`src/rtl/fetch_unit.sv`:
```
// Instruction-fetch stage: owns the PC, issues reads to a 1-cycle-latency
// instruction memory and buffers returned words in a small valid/ready FIFO.
module fetch_unit #(
  parameter logic [31:0] RESET_PC   = 32'h0000_0000,
  parameter int          FIFO_DEPTH = 2,
  parameter logic [31:0] NOP_INS    = 32'hE1A0_0000
) (
  input  logic        clk,
  input  logic        rst,
  output logic        imem_req,
  output logic [31:0] imem_addr,
  input  logic [31:0] imem_rdata,
  input  logic        br_taken,
  input  logic [31:0] br_target,
  output logic [31:0] ins,
  output logic [31:0] ins_pc,
  output logic        ins_valid,
  input  logic        ins_ready,
  output logic [31:0] pc_plus8
);

  localparam int PTR_W = (FIFO_DEPTH > 1) ? $clog2(FIFO_DEPTH) : 1;
  localparam int CNT_W = $clog2(FIFO_DEPTH + 1);
  localparam logic [PTR_W-1:0] LAST_PTR = PTR_W'(FIFO_DEPTH - 1);
  localparam logic [CNT_W-1:0] FULL_CNT = CNT_W'(FIFO_DEPTH);

  typedef enum logic {BOOT, RUN} state_t;

  state_t           state_reg, state_next;
  logic [31:0]      pc_reg, pc_next;
  logic [31:0]      req_pc_reg, req_pc_next;
  logic [CNT_W-1:0] count_reg, count_next;
  logic [PTR_W-1:0] rd_ptr_reg, rd_ptr_next;
  logic [PTR_W-1:0] wr_ptr_reg, wr_ptr_next;
  logic             resp_pending_reg, resp_pending_next;
  logic             kill_reg, kill_next;

  logic [31:0] data_mem [FIFO_DEPTH];
  logic [31:0] pc_mem   [FIFO_DEPTH];

  logic       full, empty, pop, push, issue;
  logic [4:0] occupancy;

  assign full  = (count_reg == FULL_CNT);
  assign empty = (count_reg == '0);
  assign pop   = !empty && ins_ready;
  // A response landing in a redirect cycle belongs to the old stream.
  assign push  = resp_pending_reg && !kill_reg && !br_taken;

  // Words already held plus the one in flight, minus the one leaving now.
  assign occupancy = 5'(count_reg) + 5'(resp_pending_reg) - 5'(pop);

  always_comb begin
    state_next = state_reg;
    issue      = 1'b0;
    case (state_reg)
      BOOT: state_next = RUN;
      RUN:  issue = rst && !br_taken && (occupancy < 5'(FIFO_DEPTH));
      default: state_next = BOOT;
    endcase
  end

  always_comb begin
    pc_next           = pc_reg;
    req_pc_next       = req_pc_reg;
    count_next        = count_reg;
    rd_ptr_next       = rd_ptr_reg;
    wr_ptr_next       = wr_ptr_reg;
    resp_pending_next = issue;
    kill_next         = 1'b0;

    if (issue) begin
      pc_next     = pc_reg + 32'd4;
      req_pc_next = pc_reg;
    end

    if (br_taken) begin
      pc_next     = br_target & ~32'h3;
      count_next  = '0;
      rd_ptr_next = '0;
      wr_ptr_next = '0;
      kill_next   = resp_pending_next;
    end else begin
      if (pop) begin
        rd_ptr_next = (rd_ptr_reg == LAST_PTR) ? '0 : rd_ptr_reg + 1'b1;
      end
      if (push) begin
        wr_ptr_next = (wr_ptr_reg == LAST_PTR) ? '0 : wr_ptr_reg + 1'b1;
      end
      case ({push, pop})
        2'b10:   count_next = count_reg + 1'b1;
        2'b01:   count_next = count_reg - 1'b1;
        default: count_next = count_reg;
      endcase
    end
  end

  always_ff @(posedge clk) begin
    if (!rst) begin
      state_reg        <= BOOT;
      pc_reg           <= RESET_PC;
      req_pc_reg       <= RESET_PC;
      count_reg        <= '0;
      rd_ptr_reg       <= '0;
      wr_ptr_reg       <= '0;
      resp_pending_reg <= 1'b0;
      kill_reg         <= 1'b0;
    end else begin
      state_reg        <= state_next;
      pc_reg           <= pc_next;
      req_pc_reg       <= req_pc_next;
      count_reg        <= count_next;
      rd_ptr_reg       <= rd_ptr_next;
      wr_ptr_reg       <= wr_ptr_next;
      resp_pending_reg <= resp_pending_next;
      kill_reg         <= kill_next;
    end
  end

  // Storage needs no reset: entries are only visible through count_reg.
  always_ff @(posedge clk) begin
    if (rst && push) begin
      data_mem[wr_ptr_reg] <= imem_rdata;
      pc_mem[wr_ptr_reg]   <= req_pc_reg;
    end
  end

  assign imem_req  = issue;
  assign imem_addr = pc_reg;
  assign ins_valid = !empty;
  assign ins       = empty ? NOP_INS : data_mem[rd_ptr_reg];
  assign ins_pc    = empty ? 32'd0   : pc_mem[rd_ptr_reg];
  assign pc_plus8  = ins_pc + 32'd8;

  no_overflow_a: assert property (@(posedge clk) disable iff (!rst) !(push && full));

endmodule

```
`config.mk`:
```
export PLATFORM = sky130hd
export DESIGN_NAME = fetch_unit
export DESIGN_NICKNAME = d
export VERILOG_FILES = /design/src/rtl/fetch_unit.sv
export SDC_FILE = /design/constraint.sdc
export NUM_CORES = 1
export LEC_CHECK = 0
export ABC_CLOCK_PERIOD_IN_PS = 7950
export CAP_MARGIN = 30
export CORE_ASPECT_RATIO = 1.5
export CORE_UTILIZATION = 45
export CTS_CLUSTER_SIZE = 8
export DETAILED_ROUTE_END_ITERATION = 7
export GPL_TIMING_DRIVEN = 0
export HOLD_SLACK_MARGIN = 0.05
export PLACE_DENSITY = 0.73
export SYNTH_ARGS = -nofsm -noshare
export SYNTH_HDL_FRONTEND = slang
export SYNTH_SLANG_ARGS = --single-unit
```
`constraint.sdc`:
```
create_clock -name clk -period 7.95 [get_ports clk]
set_input_delay 1.59 -clock clk [delete_from_list [all_inputs] [get_ports clk]]
set_output_delay 1.59 -clock clk [all_outputs]
set_load 0.02 [all_outputs]
```
==> results.ini, run 1 <==
[floorplan]
die_h_um=170
core_um2=18500
die_w_um=114
dieArea_um2=19400
initial_core_util=0.459
ios=198
rows=61

[worst_setup_path]
arrival_ps=5310
r2r-start=count_reg[1]
crit_chain=nor2_1 > clkbuf_1 > buf_1 > clkbuf_1 > buf_1 > nor2_1 > ha_1 > nor3b_1 > nand4_1 > nand2b_1 > nor4_1 > xor2_1 > clkdlybuf4s50_1
criticalPathCategory=flip-flop to output pin
r2r_slack_ps=3780
crit_slowest_cell=nor2_1
cp-start-kind=flip-flop
cp-end-kind=output pin
cp_slowest_stage_delay_ps=650
cp.required_ps=6360
r2r-end=req_pc_reg[27]
cp_max_fo=10
worst-path-buf-inv=5
cpLargestDelayFamily=buffers and inverters
rr_worst_depth=13

[cts]
clockBufferDepth=2
cts_tree=built
worstSkewPairLatency_ps=440
post_cts_buffers=0
cts_hold_buf=0
cts_num_sinks=192
cts_resized=0
htree_num_levels=4
cts_buffers=17
clk_pin_slew_ps=70
cts_root_buffer=clkbuf_16

[hold_path]
holdPathStages=0
hold_class=flip-flop to flip-flop
min_from=req_pc_reg[28]
min_to=pc_mem[1][28]

[final_layout]
multi_input_area_um2=3120
antenna_cells=0
nets=1067
fin_util=0.616
nFillCells=1536
largest_registers=data_mem: 64 flops, pc_mem: 60 flops
drive_gt1_frac=0.0685
postLayoutCellArea_um2=11400
regMostFlops=data_mem
seqCellArea_um2=5080
largest_reg_flops=64
area_growth_pct=34.3

[logic_synthesis]
syn_area_um2=8470
synth_top_cells_by_area=edfxtp_1, dfxtp_1, mux2i_1
synthFlopType=edfxtp_1
synth-edff-count=124
synthCells=775
ys_types=56
yosysSeqAreaShare=0.600
ys_ff_latch=192
synth_top_area_frac=0.440
synth.most_common_cell=edfxtp_1
synth_top_area_cell=edfxtp_1
synth_common_cells=edfxtp_1, nand2_1, nor2_1
synth_area_per_cell_um2=10.9
async_reset_ff_frac=0
yosysWarnings=0

[grt]
grtUsageTotal=0.226
grt_max_degree=63
grt_pass1_wl_um=33300
antenna_found_initial=0
first_global_vias=6447
grt_overflow=0

[sta]
max_freq_mhz=145
worstMarginPinSlew_ps=898
final_max_slew_viol_count=0
finalSetupViolCount=0
rsz0062_at_grt=no
finalCritPeriodShare=0.867
final_hold_viol_count=0
whs_ps=459
clock_skew_ps=14.6
min_period_ps=6900
max_slew_margin=0.402

[outcome]
status=finished, final reports clean

[power_and_ir_drop]
swShare=0.243
max-vdd-ir-drop_mv=0.137
seqPwrFrac=0.525
leakagePower_nw=3.77
p_int_mw=1.57
netSwitchingPower_mw=0.503
p_total_mw=2.07
p_comb_frac=0.064
clkPwrFrac=0.411
pwr_density_cell_nw_per_um2=182

[drt]
final_antenna_net_count=0
vias_per_cell=5.31
firstDrtPassIters=5
first_iter_violations=430
vias=6684
routedWlPerCell_um=17.3
drc=0
routed_wl_um=21700

[place]
dpl.hpwl_um=16100
port_buffers=188
gp_congestion=0.873
dpl_cell_area_um2=10800

[job]
maxCapViolCount=0

-- cell type report --
cell class                      count  area share
Clock buffer                       18      0.0386
Inverter                           16     0.00528
Clock inverter                     14      0.0142
Sequential cell                   192       0.447
Tap cell                          252      0.0277
Buffer                             48      0.0206
Timing Repair Buffer              194       0.172
Multi-Input combinational cell    525       0.275
-- metrics by stage --
stage	worst slack (ps)	TNS, ps	std cells
6_report	1050	0	1259
4_1_cts	1000	0	1259
3_3_place_gp	-2360	-146380	1221
5_1_grt	790	0	1259
3_5_place_dp	1270	0	1227
2_1_floorplan	1140	0	781
-- per-layer routing --
layer / share of wire / vias to the layer above / GRT usage / wire length [um]
met5: 0 / - / 0 / 0
met4: 0.026 / 0 / 0.0971 / 561
met3: 0.053 / 41 / 0.0399 / 1160
met2: 0.53 / 246 / 0.418 / 11600
met1: 0.39 / 3175 / 0.250 / 8410
li1: - / 3222 / - / -
-- worst max path at each step --
| stage | slack (ps) | cells after the start | to | from |
|---|---|---|---|---|
| after detailed placement | 1270 | 11 | imem_req | ins_ready |
| after CTS | 1000 | 13 | pc_plus8[15] | count_reg[1] |
| after global placement | -2360 | 4 | data_mem[0][10] | rst |
| final | 1050 | 13 | pc_plus8[15] | count_reg[1] |
| after floorplan | 1140 | 3 | data_mem[0][0] | rst |
| after global routing | 790 | 13 | pc_plus8[15] | count_reg[1] |
-- cell usage in the layout (no fill, tap or decap), types with 5 or more instances in the layout --
cell	instances
clkbuf_16	17
o311ai_0	5
buf_1	6
nand3_1	29
clkbuf_1	22
buf_2	10
a21oi_1	55
dfxtp_1	68
inv_1	14
conb_1	7
xnor2_1	21
buf_6	6
nand2_1	112
clkdlybuf4s50_1	188
a211oi_1	5
nor2_1	82
or3_1	9
nand4_1	13
nor3_1	13
mux2i_1	59
nor2b_1	5
buf_4	9
xor2_1	14
edfxtp_1	124
nor4_1	6
a31oi_1	11
o21ai_0	17
a22oi_1	5
-- logic make-up (layout without fill, tap and decap cells) --
group / Yosys count / in the layout / share of synthesized area
AO/OA/AOI/OAI: 124 / 124 / 0.0913
XOR/XNOR: 35 / 35 / 0.0362
adder cells (fa/ha/maj): 5 / 5 / 0.00827
buffers and inverters: 64 / 290 / 0.0347
flip-flops: 192 / 192 / 0.600
multiplexers: 61 / 61 / 0.0728
other: 1 / 7 / 0.000443
AND/OR/NAND/NOR: 293 / 293 / 0.156
-- power by group through the flow --
stage                     logic, mW  clock network, mW  registers, mW
after floorplan              0.0494                  0           1.12
after global placement        0.129                  0           1.11
after detailed placement      0.132                  0           1.11
after CTS                     0.133              0.861           1.09
after global routing          0.141              0.909           1.09
final                         0.133              0.851           1.09
(Power assumes the default switching activity.)
==> run 2, diff against run 1 <==
--- a/config.mk
+++ b/config.mk
@@ -8,6 +8,7 @@
 export ABC_CLOCK_PERIOD_IN_PS = 7950
 export CAP_MARGIN = 30
 export CORE_ASPECT_RATIO = 1.5
+export CORE_MARGIN = 2
 export CORE_UTILIZATION = 45
 export CTS_CLUSTER_SIZE = 8
 export DETAILED_ROUTE_END_ITERATION = 7
==> results.ini, run 2 (synthesis gave the netlist of run 1 again) <==
[grt]
grtUsageTotal=0.216  ; -0.00926
grt_pass1_wl_um=33100  ; -0.83%
antenna_found_initial=0  ; unchanged
first_global_vias=6455  ; +0.12%
grt_overflow=0  ; unchanged
grt_max_degree=63  ; unchanged

[final_layout]
antenna_cells=0  ; unchanged
final_common_cell=clkdlybuf4s50_1
largest_registers=data_mem: 64 flops, pc_mem: 60 flops
final_cells=1259  ; unchanged
drive_gt1_frac=0.0685  ; unchanged
largest_reg_flops=64  ; unchanged
nFillCells=1533  ; -0.20%
area_growth_pct=34.3  ; about the same
seqCellArea_um2=5080  ; unchanged
final_cell_mix=clkdlybuf4s50_1, edfxtp_1, nand2_1
fin_util=0.616  ; about the same
nets=1067  ; unchanged
multi_input_area_um2=3120  ; unchanged
postLayoutCellArea_um2=11400  ; about the same
regMostFlops=data_mem

[floorplan]
die_h_um=172  ; +1.2%
rows=61  ; unchanged
initial_core_util=0.459  ; unchanged
core_um2=18500  ; unchanged
dieArea_um2=20000  ; +3.0%
die_w_um=116  ; +1.8%
ios=198  ; unchanged

[drt]
drc=0  ; unchanged
vias_per_cell=5.29  ; -0.28%
routedWlPerCell_um=17.4  ; +0.56%
first_iter_violations=523  ; +22%
routed_wl_um=21800  ; +0.56%
final_antenna_net_count=0  ; unchanged
firstDrtPassIters=5  ; unchanged
vias=6665  ; -0.28%

[outcome]
status=finished, final reports clean

[sta]
finalSetupViolCount=0  ; unchanged
final_hold_viol_count=0  ; unchanged
clock_skew_ps=11.9  ; -2.72 ps
finalSetupTns_ps=0  ; unchanged
finalWorstSetupSlack_ps=973  ; -81.0 ps
max_freq_mhz=143  ; -1.2%
min_period_ps=6980  ; +81.0 ps
worstMarginPinSlew_ps=881  ; -16.6 ps
max_slew_margin=0.413  ; +0.0111
final_max_slew_viol_count=0  ; unchanged
finalCritPeriodShare=0.878  ; +0.0102
rsz0062_at_grt=no
whs_ps=454  ; -5.23 ps

[cts]
cts_buffers=17  ; unchanged
worstSkewPairLatency_ps=430  ; about the same
post_cts_buffers=0  ; unchanged
cts_tree=built
htree_num_levels=4  ; unchanged
cts_hold_buf=0  ; unchanged
cts_num_sinks=192  ; unchanged
cts_root_buffer=clkbuf_16
cts_resized=0  ; unchanged
clk_pin_slew_ps=70  ; about the same
clockBufferDepth=2  ; unchanged

[hold_path]
holdPathStages=0  ; unchanged
min_from=req_pc_reg[8]
hold_class=flip-flop to flip-flop
min_to=pc_mem[1][8]

[worst_setup_path]
rr_worst_depth=13  ; unchanged
cp-start-kind=flip-flop
r2r-end=req_pc_reg[27]
cp_max_fo=10  ; unchanged
cp-end-kind=output pin
r2r_slack_ps=3760  ; -20 ps
arrival_ps=5390  ; +80 ps
r2r-start=count_reg[1]
cp.required_ps=6360  ; about the same
criticalPathCategory=flip-flop to output pin

[power_and_ir_drop]
p_total_mw=2.06  ; -0.31%
leakagePower_nw=3.77  ; about the same
pwr_density_cell_nw_per_um2=182  ; -0.33%
max-vdd-ir-drop_mv=0.142  ; +4.1%

[place]
place_inst=1227  ; unchanged
post-place-ws_ps=1310  ; +38.3 ps
gp_congestion=0.856  ; -2.0%
port_buffers=188  ; unchanged
dpl.hpwl_um=16200  ; +0.39%
dpl_cell_area_um2=10800  ; unchanged

[job]
maxCapViolCount=0  ; unchanged

[run 2: layer usage]
layer / share of wire / track usage
met1: 0.38 / 0.241
met2: 0.54 / 0.406
met3: 0.055 / 0.0315
met4: 0.027 / 0.0911
met5: 0 / 0
[run 2: area by class of cell]
type                            instances  share of cell area
Tap cell                              252              0.0277
Clock inverter                         14              0.0144
Buffer                                 48              0.0206
Sequential cell                       192               0.447
Timing Repair Buffer                  194               0.172
Clock buffer                           18              0.0386
Multi-Input combinational cell        525               0.275
Inverter                               16             0.00528
[run 2: how the worst max path moves through the flow]
stage	startpoint	to	slack (ps)
2_1_floorplan	rst	data_mem[0][0]	1140
3_3_place_gp	rst	data_mem[0][4]	-2210
3_5_place_dp	ins_ready	imem_req	1310
4_1_cts	count_reg[1]	pc_plus8[15]	970
5_1_grt	count_reg[1]	pc_plus8[15]	690
6_report	count_reg[1]	pc_plus8[15]	970
[run 2: critical path: stages (launching register included)]
cell	delay, ps
dfxtp_1	370
nor2_1	650
clkbuf_1	480
buf_1	500
clkbuf_1	460
buf_1	470
nor2_1	200
ha_1	270
nor3b_1	180
nand4_1	290
nand2b_1	220
nor4_1	80
xor2_1	150
clkdlybuf4s50_1	640
[run 2: report_power, final]
group / switching (mW) / internal, mW / total, mW
Sequential: 0.0183 / 1.07 / 1.09
Clock: 0.413 / 0.432 / 0.845
Combinational: 0.0660 / 0.0665 / 0.133
Total: 0.497 / 1.57 / 2.06
==> run 3, diff against run 2 <==
--- a/config.mk
+++ b/config.mk
@@ -6,7 +6,7 @@
 export NUM_CORES = 1
 export LEC_CHECK = 0
 export ABC_CLOCK_PERIOD_IN_PS = 7950
-export CAP_MARGIN = 30
+export CAP_MARGIN = 20
 export CORE_ASPECT_RATIO = 1.5
 export CORE_MARGIN = 2
 export CORE_UTILIZATION = 45
==> results.ini, run 3 (synthesis gave the netlist of run 1 again) <==
[outcome]
status=finished, final reports clean

[floorplan]
core_um2=18500  ; unchanged
rows=61  ; unchanged
dieArea_um2=20000  ; unchanged
die_w_um=116  ; unchanged
initial_core_util=0.459  ; unchanged
ios=198  ; unchanged
die_h_um=172  ; unchanged

[place]
dpl_cell_area_um2=10800  ; unchanged
port_buffers=188  ; unchanged
gp_congestion=0.856  ; unchanged
dpl.hpwl_um=16200  ; about the same

[drt]
final_antenna_net_count=0  ; unchanged
routedWlPerCell_um=17.4  ; about the same
routed_wl_um=21800  ; about the same
first_iter_violations=544  ; +4.0%
firstDrtPassIters=5  ; unchanged
vias=6659  ; -0.090%
vias_per_cell=5.29  ; about the same
drc=0  ; unchanged

[final_layout]
nets=1067  ; unchanged
multi_input_area_um2=3120  ; unchanged
area_growth_pct=34.3  ; unchanged
regMostFlops=data_mem
postLayoutCellArea_um2=11400  ; unchanged
fin_util=0.616  ; unchanged
final_cell_mix=clkdlybuf4s50_1, edfxtp_1, nand2_1
nFillCells=1538  ; +0.33%
drive_gt1_frac=0.0685  ; unchanged
seqCellArea_um2=5080  ; unchanged
final_common_cell=clkdlybuf4s50_1
antenna_cells=0  ; unchanged
largest_registers=data_mem: 64 flops, pc_mem: 60 flops
largest_reg_flops=64  ; unchanged

[grt]
grt_overflow=0  ; unchanged
grtUsageTotal=0.216  ; about the same
grt_max_degree=63  ; unchanged
antenna_found_initial=0  ; unchanged
first_global_vias=6453  ; -0.031%
grt_pass1_wl_um=33100  ; about the same

[power_and_ir_drop]
clkPwrFrac=0.409  ; about the same
pwr_density_cell_nw_per_um2=181  ; about the same
seqPwrFrac=0.527  ; about the same
p_comb_frac=0.064  ; about the same
netSwitchingPower_mw=0.495  ; -0.43%
swShare=0.240  ; -0.000786
leakagePower_nw=3.77  ; unchanged
max-vdd-ir-drop_mv=0.141  ; -0.82%
p_int_mw=1.57  ; about the same

[cts]
cts_tree=built
clockBufferDepth=2  ; unchanged
cts_resized=0  ; unchanged
post_cts_buffers=0  ; unchanged
clk_pin_slew_ps=70  ; about the same
htree_num_levels=4  ; unchanged
worstSkewPairLatency_ps=430  ; about the same
cts_root_buffer=clkbuf_16
cts_buffers=17  ; unchanged
cts_num_sinks=192  ; unchanged
cts_hold_buf=0  ; unchanged

[worst_setup_path]
cp-start-kind=flip-flop
cp.required_ps=6360  ; about the same
criticalPathCategory=flip-flop to output pin
arrival_ps=5380  ; about the same
cp_max_fo=10  ; unchanged
cp-end-kind=output pin

[sta]
clock_skew_ps=12.2  ; +0.269 ps
finalCritPeriodShare=0.877  ; about the same
whs_ps=454  ; -0.00800 ps
rsz0062_at_grt=no
final_hold_viol_count=0  ; unchanged
finalSetupViolCount=0  ; unchanged
max_slew_margin=0.412  ; -0.000587
final_max_slew_viol_count=0  ; unchanged
max_freq_mhz=143  ; about the same
min_period_ps=6970  ; -2.75 ps
worstMarginPinSlew_ps=882  ; +0.881 ps

[job]
maxCapViolCount=0  ; unchanged

[hold_path]
hold_class=flip-flop to flip-flop

[run 3: cell counts in the layout (fill, tap and decap cells not counted)]
No cell type changed its count.
[run 3: layout make-up]
type	instances	share of cell area
clock inverters	14	0.0144
flip-flops and latches	192	0.447
multi-input cells	525	0.275
repair buffers	194	0.172
inverters	16	0.00528
well taps	252	0.0277
plain buffers	48	0.0206
clock buffers	18	0.0386
[run 3: worst max-delay path: stages, from the launching register on]
cell and delay [ps]:
dfxtp_1 370, nor2_1 650, clkbuf_1 470, buf_1 510
clkbuf_1 460, buf_1 470, nor2_1 200, ha_1 270
nor3b_1 180, nand4_1 280, nand2b_1 220, nor4_1 80
xor2_1 150, clkdlybuf4s50_1 640
[run 3: metrics by stage]
stage	cells	setup WS [ps]	power [mW]	setup TNS [ps]
6_report	1259	976	2.06	0
5_1_grt	1259	693	2.13	0
4_1_cts	1259	970	2.08	0
3_5_place_dp	1227	1310	1.24	0
3_3_place_gp	1221	-2210	1.24	-136640
2_1_floorplan	781	1140	1.16	0
[run 3: final timing paths]
kind | start | depth (start not counted) | end | slack [ps]
hold reg to reg | req_pc_reg[8] | 0 | pc_mem[1][8] | 450
setup reg to reg | count_reg[1] | 13 | req_pc_reg[27] | 3790
setup / recovery | count_reg[1] | 13 | pc_plus8[15] | 980
hold / removal | req_pc_reg[8] | 0 | pc_mem[1][8] | 450
[run 3: power groups by stage]
stage / combinational, mW / sequential (mW) / clock (mW)
after detailed placement: 0.132 / 1.11 / 0
after global placement: 0.129 / 1.11 / 0
after global routing: 0.141 / 1.09 / 0.900
after CTS: 0.133 / 1.09 / 0.857
final: 0.133 / 1.09 / 0.843
after floorplan: 0.0494 / 1.12 / 0
[run 3: per-layer routing]
layer	vias up	track usage	share of wire
met2	276	0.406	0.53
met3	46	0.0319	0.055
met1	3114	0.241	0.38
li1	3223	-	-
met5	-	0	0
met4	0	0.0916	0.032
